<file path="src/rtl/rgb_yuv_pkg.sv">
// Shared constants and types for the RGB->YUV converter and the stream scheduler
// that time-shares it.
package rgb_yuv_pkg;

  localparam int unsigned RGB_YUV_LAT = 8;
  localparam int unsigned TAG_CH_W    = 3;

  typedef struct packed {
    logic                valid;
    logic [TAG_CH_W-1:0] ch;
    logic                last;
  } tag_t;

  typedef enum logic {
    ARB   = 1'b0,
    BURST = 1'b1
  } sched_state_e;

  // (base + off) mod n, for base < n and off <= n
  function automatic int unsigned rr_index(input int unsigned base,
                                           input int unsigned off,
                                           input int unsigned n);
    int unsigned s;
    s = base + off;
    return (s >= n) ? s - n : s;
  endfunction

endpackage

</file>
<file path="src/rtl/yuv_out_fifo.sv">
// Synchronous first-word-fall-through FIFO with occupancy count; dout reads as
// zero while empty so the block outputs have defined reset values.
module yuv_out_fifo #(
  parameter int unsigned DEPTH = 16,
  parameter int unsigned WIDTH = 8
) (
  input  logic                     clock,
  input  logic                     rst,
  input  logic                     push,
  input  logic [WIDTH-1:0]         din,
  input  logic                     pop,
  output logic [WIDTH-1:0]         dout,
  output logic                     empty,
  output logic [$clog2(DEPTH):0]   count
);

  localparam int unsigned AW = $clog2(DEPTH);

  logic [WIDTH-1:0] mem_q [DEPTH];
  logic [AW-1:0]    wr_ptr_q, wr_ptr_d;
  logic [AW-1:0]    rd_ptr_q, rd_ptr_d;
  logic [AW:0]      count_q, count_d;
  logic             do_push, do_pop;

  always_comb begin
    do_pop   = pop && (count_q != '0);
    // a push into a full FIFO is accepted only alongside a pop
    do_push  = push && ((count_q != (AW+1)'(DEPTH)) || do_pop);
    wr_ptr_d = wr_ptr_q + AW'(do_push);
    rd_ptr_d = rd_ptr_q + AW'(do_pop);
    count_d  = count_q + (AW+1)'(do_push) - (AW+1)'(do_pop);
  end

  always_ff @(posedge clock) begin
    if (rst) begin
      wr_ptr_q <= '0;
      rd_ptr_q <= '0;
      count_q  <= '0;
    end else begin
      wr_ptr_q <= wr_ptr_d;
      rd_ptr_q <= rd_ptr_d;
      count_q  <= count_d;
    end
  end

  always_ff @(posedge clock) begin
    if (do_push) begin
      mem_q[wr_ptr_q] <= din;
    end
  end

  assign empty = (count_q == '0);
  assign count = count_q;
  assign dout  = empty ? '0 : mem_q[rd_ptr_q];

endmodule

</file>
<file path="src/rtl/rgb_yuv_sched.sv">
// Line-granular round-robin scheduler sharing one fixed-latency rgb_yuv converter
// between NCH RGB streams, with tag tracking and credit-based output flow control.
module rgb_yuv_sched
  import rgb_yuv_pkg::*;
#(
  parameter  int unsigned NCH    = 2,
  parameter  int unsigned LAT    = RGB_YUV_LAT,
  parameter  int unsigned FDEPTH = 16,
  localparam int unsigned CW     = (NCH > 1) ? $clog2(NCH) : 1
) (
  input  logic              clock,
  input  logic              rst,
  input  logic [NCH-1:0]    s_valid,
  output logic [NCH-1:0]    s_ready,
  input  logic [NCH*48-1:0] s_rgb,
  input  logic [NCH-1:0]    s_last,
  output logic [15:0]       conv_r,
  output logic [15:0]       conv_g,
  output logic [15:0]       conv_b,
  input  logic [15:0]       conv_y,
  input  logic [15:0]       conv_u,
  input  logic [15:0]       conv_v,
  output logic              m_valid,
  input  logic              m_ready,
  output logic [47:0]       m_yuv,
  output logic [CW-1:0]     m_ch,
  output logic              m_last
);

  localparam int unsigned CNT_W = $clog2(FDEPTH) + 1;
  localparam int unsigned FW    = 48 + CW + 1;

  sched_state_e     state_q, state_d;
  logic [CW-1:0]    grant_q, grant_d;
  logic [CW-1:0]    rr_ptr_q, rr_ptr_d;
  logic [CNT_W-1:0] inflight_q, inflight_d;
  logic [CNT_W-1:0] fifo_count;
  logic [47:0]      conv_rgb_q, conv_rgb_d;
  tag_t             tag_q [LAT+1];
  tag_t             tag_d;

  logic [47:0]      sel_rgb;
  logic             sel_valid, sel_last;
  logic             credit_ok, issue, found, wr_en, pop, fifo_empty;
  logic [FW-1:0]    fifo_din, fifo_dout;

  always_comb begin
    sel_rgb   = '0;
    sel_valid = 1'b0;
    sel_last  = 1'b0;
    for (int unsigned k = 0; k < NCH; k++) begin
      if (CW'(k) == grant_q) begin
        sel_rgb   = s_rgb[48*k +: 48];
        sel_valid = s_valid[k];
        sel_last  = s_last[k];
      end
    end
  end

  // Credit uses registered counts only, so a pop frees a slot one cycle later.
  assign credit_ok = ({1'b0, fifo_count} + {1'b0, inflight_q}) < (CNT_W+1)'(FDEPTH);

  always_comb begin
    state_d  = state_q;
    grant_d  = grant_q;
    rr_ptr_d = rr_ptr_q;
    s_ready  = '0;
    issue    = 1'b0;
    found    = 1'b0;
    case (state_q)
      ARB: begin
        for (int unsigned i = 0; i < NCH; i++) begin
          if (!found && s_valid[rr_index(32'(rr_ptr_q), i, NCH)]) begin
            found   = 1'b1;
            grant_d = CW'(rr_index(32'(rr_ptr_q), i, NCH));
          end
        end
        if (found) begin
          state_d = BURST;
        end
      end
      BURST: begin
        s_ready[grant_q] = credit_ok;
        issue            = sel_valid && credit_ok;
        if (issue && sel_last) begin
          rr_ptr_d = CW'(rr_index(32'(grant_q), 1, NCH));
          state_d  = ARB;
        end
      end
      default: state_d = ARB;
    endcase
  end

  // Tag stage LAT lines up with the converter output for the pixel issued LAT+1 edges ago.
  always_comb begin
    tag_d      = issue ? '{valid: 1'b1, ch: TAG_CH_W'(grant_q), last: sel_last} : '0;
    conv_rgb_d = issue ? sel_rgb : conv_rgb_q;
    wr_en      = tag_q[LAT].valid;
    inflight_d = inflight_q + CNT_W'(issue) - CNT_W'(wr_en);
    fifo_din   = {conv_y, conv_u, conv_v, tag_q[LAT].ch[CW-1:0], tag_q[LAT].last};
  end

  always_ff @(posedge clock) begin
    if (rst) begin
      state_q    <= ARB;
      grant_q    <= '0;
      rr_ptr_q   <= '0;
      inflight_q <= '0;
      conv_rgb_q <= '0;
      for (int unsigned i = 0; i <= LAT; i++) begin
        tag_q[i] <= '0;
      end
    end else begin
      state_q    <= state_d;
      grant_q    <= grant_d;
      rr_ptr_q   <= rr_ptr_d;
      inflight_q <= inflight_d;
      conv_rgb_q <= conv_rgb_d;
      tag_q[0]   <= tag_d;
      for (int unsigned i = 1; i <= LAT; i++) begin
        tag_q[i] <= tag_q[i-1];
      end
    end
  end

  assign conv_r = conv_rgb_q[47:32];
  assign conv_g = conv_rgb_q[31:16];
  assign conv_b = conv_rgb_q[15:0];

  yuv_out_fifo #(
    .DEPTH (FDEPTH),
    .WIDTH (FW)
  ) u_out_fifo (
    .clock (clock),
    .rst   (rst),
    .push  (wr_en),
    .din   (fifo_din),
    .pop   (pop),
    .dout  (fifo_dout),
    .empty (fifo_empty),
    .count (fifo_count)
  );

  assign m_valid = !fifo_empty;
  assign pop     = m_valid && m_ready;
  assign m_yuv   = fifo_dout[FW-1 -: 48];
  assign m_ch    = fifo_dout[1 +: CW];
  assign m_last  = fifo_dout[0];

endmodule

</file>
<file path="config.mk">
export PLATFORM = sky130hd
export DESIGN_NAME = rgb_yuv_sched
export DESIGN_NICKNAME = d
export VERILOG_FILES = /design/src/rtl/rgb_yuv_pkg.sv /design/src/rtl/yuv_out_fifo.sv /design/src/rtl/rgb_yuv_sched.sv
export SDC_FILE = /design/constraint.sdc
export NUM_CORES = 1
export LEC_CHECK = 0
export ABC_AREA = 1
export BUFFER_PORTS_ARGS = -buffer_cell sky130_fd_sc_hd__buf_2
export CORE_UTILIZATION = 30
export DETAILED_ROUTE_END_ITERATION = 10
export MAX_ROUTING_LAYER = met4
export PLACE_DENSITY = 0.56
export SLEW_MARGIN = 5
export SYNTH_ARGS = -nofsm -noshare
export SYNTH_HDL_FRONTEND = slang
export SYNTH_SLANG_ARGS = --single-unit
</file>
<file path="constraint.sdc">
create_clock -name clock -period 4.2 [get_ports clock]
set_input_delay 0.84 -clock clock [delete_from_list [all_inputs] [get_ports clock]]
set_output_delay 0.84 -clock clock [all_outputs]
set_load 0.1 [all_outputs]
</file>
==> results_dict.tcl <==
set metrics [dict create \
    cts_made_buffers 98 \
    clock.fmax_ghz 0.2498 \
    whs_ns 0.3891 \
    cp_top_family "buffers and inverters" \
    track_usage_pct 16.43 \
    first_global_vias 23360 \
    worstSetupPathType "reg -> out" \
    p_clk_share_pct 30.1 \
    min_to "tag_q[0][44]$_SDFF_PP0_" \
    p_seq_share_pct 35.8 \
    ir_drop_mv 0.5881 \
    postSynthCellCount 3148 \
    vias 24220 \
    r2r-start "u_out_fifo.count[3]$_SDFF_PP0_" \
    finalSetupViolations 0 \
    synth_warnings 0 \
    period_share_pct 95.32 \
    finalNetCount 3539 \
    clk_pin_slew_ns 0.06 \
    critPathLaunchType "flop" \
    core_area_sq_um 120300 \
    clk_path_buf_depth 3 \
    ios 252 \
    cp_cell_sequence "buf_4 > nor2_1 > nor2_1 > o21ai_0 > nand3_1 > nand3_1 > a21oi_1 > buf_12" \
    wl_microns 99370 \
    yosysUniqueCellTypes 29 \
    tritoncts "done" \
    reg2reg_to "u_out_fifo.count[4]$_SDFF_PP0_" \
    rsz0062_at_grt "yes" \
    slowest_delay_ns 0.61 \
    clk_latency_ns 0.70 \
    first_pass_iters 7 \
    ys.flop_type "edfxtp_1" \
    placementRows 127 \
    gp_congestion 0.7623 \
    grt_max_degree 150 \
    worstRegToRegCells 15 \
    fill_cells 11830 \
    initialDrtViolationCount 1932 \
    hpwl_microns 51380 \
    ff_latch_area_sq_um 25960 \
    wl_per_cell_microns 19.59 \
    start_util_pct 30.38 \
    crit_fanout 60 \
    synth-edff-count 800 \
    overflow 0 \
    ys_ff_latch 896 \
    multi_input_area_sq_um 9059 \
    area_delta_synth_final_pct 18.32 \
    worst-path-buf-inv 2 \
    p_comb_share_pct 34.1 \
    status "completed" \
    switching_power_mw 10.93 \
    worst_ep_required_time_ns 3.36 \
    power_density_nw_per_um2 644.2 \
    postRouteAntennaNets 0 \
    dp_slack_ns 0.7326 \
    rrSetupSlack_ns 1.19 \
    leakagePower_nw 15.12 \
    grt_first_pass_wirelength_microns 147900 \
    finalInstanceArea_sq_um 43240 \
    min_delay_path_depth 2 \
    worst_slack_ns 0.1967 \
    io_buffers 251 \
    internal_power_mw 16.92 \
    async_flop_share_pct 0 \
    p_sw_share_pct 39.24 \
    cp_slowest_cell "buf_4" \
    slew_viol_final 0 \
    die_h_microns 351.0 \
    die_x_microns 351.0 \
    netlist_area_sq_um 36550 \
    die_area_sq_um 123200 \
    cts_hold_buf 0 \
    post-route-min-period_ns 4.003 \
    synth-seq-area-share_pct 70.99 \
    drive_above_1_share_pct 14.00 \
    placed_area_sq_um 40050 \
    htree_levels 3 \
    cap_violations 0 \
    skew_ns 0.05481 \
    cts_root_buf "clkbuf_16" \
    cts_sinks 896 \
    crit_arrival_ns 3.16 \
    hp-start "tag_q[0][39]$_SDFF_PP0_" \
    grt_antenna_before_repair 17 \
    tightest_slew_ns 0.9768 \
    finalHoldViolCount 0 \
    hold_path.class "reg -> reg" \
    slew_headroom_pct 34.88 \
    synth_fp_nets 3320 \
    setup.worst_path.end_class "output port" \
    avgViaCountPerCell 4.775 \
    avgSynthCellArea_sq_um 11.61 \
    drc 0 \
]
## worst reg2reg max path: stages (launching register included)
cell	delay [ns]
dfxtp_1	0.35
inv_1	0.09
ha_1	0.14
nand3_1	0.13
nor2_4	0.37
inv_1	0.16
nand2_1	0.09
inv_1	0.11
ha_1	0.30
inv_1	0.04
ha_1	0.22
fa_1	0.43
a21oi_1	0.16
o21bai_1	0.10
o21ai_0	0.15
a21oi_1	0.05
## cells in the final DEF (no fill, tap or decap), types with 87 or more instances in the layout
| cell type | instances |
|---|---|
| inv_1 | 155 |
| dfxtp_1 | 91 |
| edfxtp_1 | 800 |
| nand3_1 | 224 |
| clkbuf_16 | 99 |
| o211ai_1 | 87 |
| o21ai_0 | 259 |
| nor2_1 | 733 |
| nand2_1 | 262 |
| buf_2 | 229 |
| o21ai_1 | 112 |
## timing repair
item / 4_1_cts / 5_1_grt
setup endpoints to repair: 0 / 30
resized for setup: 0 / 4
buffers inserted: 0 / 1
## metal layers
| layer | track usage, % | up-vias | routed length, microns |
|---|---|---|---|
| met4 | 4.206 | 0 | 1833 |
| met2 | 26.24 | 764 | 47090 |
| met3 | 3.469 | 143 | 6708 |
| met1 | 21.18 | 11820 | 43740 |
| met5 | - | - | 0 |
| li1 | - | 11500 | - |
## cell usage after synthesis (3+ instances only)
cell type / number / area [sq um]
o21ai_1: 113 / 565.5
o211ai_1: 87 / 653.1
inv_1: 156 / 585.6
ha_1: 19 / 237.7
clkbuf_1: 98 / 367.9
a21oi_1: 62 / 310.3
nand2_1: 262 / 983.4
nand3_1: 225 / 1126
buf_4: 6 / 45.04
dfxtp_1: 96 / 1922
o21ai_0: 259 / 1296
nor2_1: 750 / 2815
buf_2: 47 / 235.2
buf_6: 29 / 326.6
xnor2_1: 4 / 35.03
edfxtp_1: 800 / 24020
buf_1: 23 / 86.33
inv_2: 3 / 11.26
mux2i_1: 48 / 480.5
nand4_1: 49 / 306.5
## worst max path at each step
stage,start,to,slack [ns],depth (start not counted)
6_report,u_out_fifo.rd_ptr_q[0]$_SDFF_PP0_,m_yuv[33],0.20,8
5_1_grt,u_out_fifo.rd_ptr_q[0]$_SDFF_PP0_,m_yuv[33],-0.04,8
4_1_cts,u_out_fifo.rd_ptr_q[1]$_SDFF_PP0_,m_yuv[2],0.009,7
3_5_place_dp,u_out_fifo.rd_ptr_q[1]$_SDFF_PP0_,m_yuv[2],0.73,7
3_3_place_gp,u_out_fifo.rd_ptr_q[0]$_SDFF_PP0_,m_yuv[33],0.75,8
2_1_floorplan,m_ready,u_out_fifo.mem_q[10][0]$_DFFE_PP_,0.43,3
## power groups by stage
stage               Clock, mW  Sequential (mW)  Combinational (mW)
detailed placement          0             10.2                9.53
CTS                      8.59             10.0                9.56
finish                   8.38             9.98                9.49
global placement            0             10.2                9.49
global route             8.93             10.0                10.2
floorplan                   0             10.8                6.44
## registers in the layout, summed over array words and instances, names as in the netlist
name and flops:
u_out_fifo.wr_ptr_q 4, u_out_fifo.mem_q 800, state_q 1, tag_q 27, inflight_q 5, u_out_fifo.rd_ptr_q 4
rr_ptr_q 1, conv_rgb_q 48, u_out_fifo.count 5, grant_q 1
## through the flow
stage	TNS [ns]	total power [mW]	util, %	cells
floorplan	0	17.21	-	3148
global placement	0	19.67	33.29	4878
detailed placement	0	19.71	33.29	4878
CTS	0	28.14	35.90	5060
global route	-0.08160	29.17	35.95	5073
finish	0	27.85	35.95	5073
## area by class of cell
class                           instances  share of cell area, %
Clock inverter                         50                  1.126
Timing Repair Buffer                  324                  5.590
Clock buffer                          132                  6.131
Multi-Input combinational cell       1887                  20.95
Sequential cell                       896                  60.04
Tap cell                             1612                  4.664
Inverter                              160                  1.432
Antenna cell                           12                0.06944
## logic make-up (layout without fill, tap and decap cells)
logic type                 count (synthesis)  after routing  synth area share (%)
AOI/OAI and AO/OA                        523            523                 7.775
buffers and inverters                    365            666                 4.629
other                                      0             12                     0
DFF                                      896            896                 70.99
muxes                                     48             48                 1.315
adders and majority gates                 21             21                0.7601
xor gates and xnor gates                   6              6                0.1438
and+or+nand+nor                         1289           1289                 14.38
No activity file was read; power rests on OpenSTA's default activity.
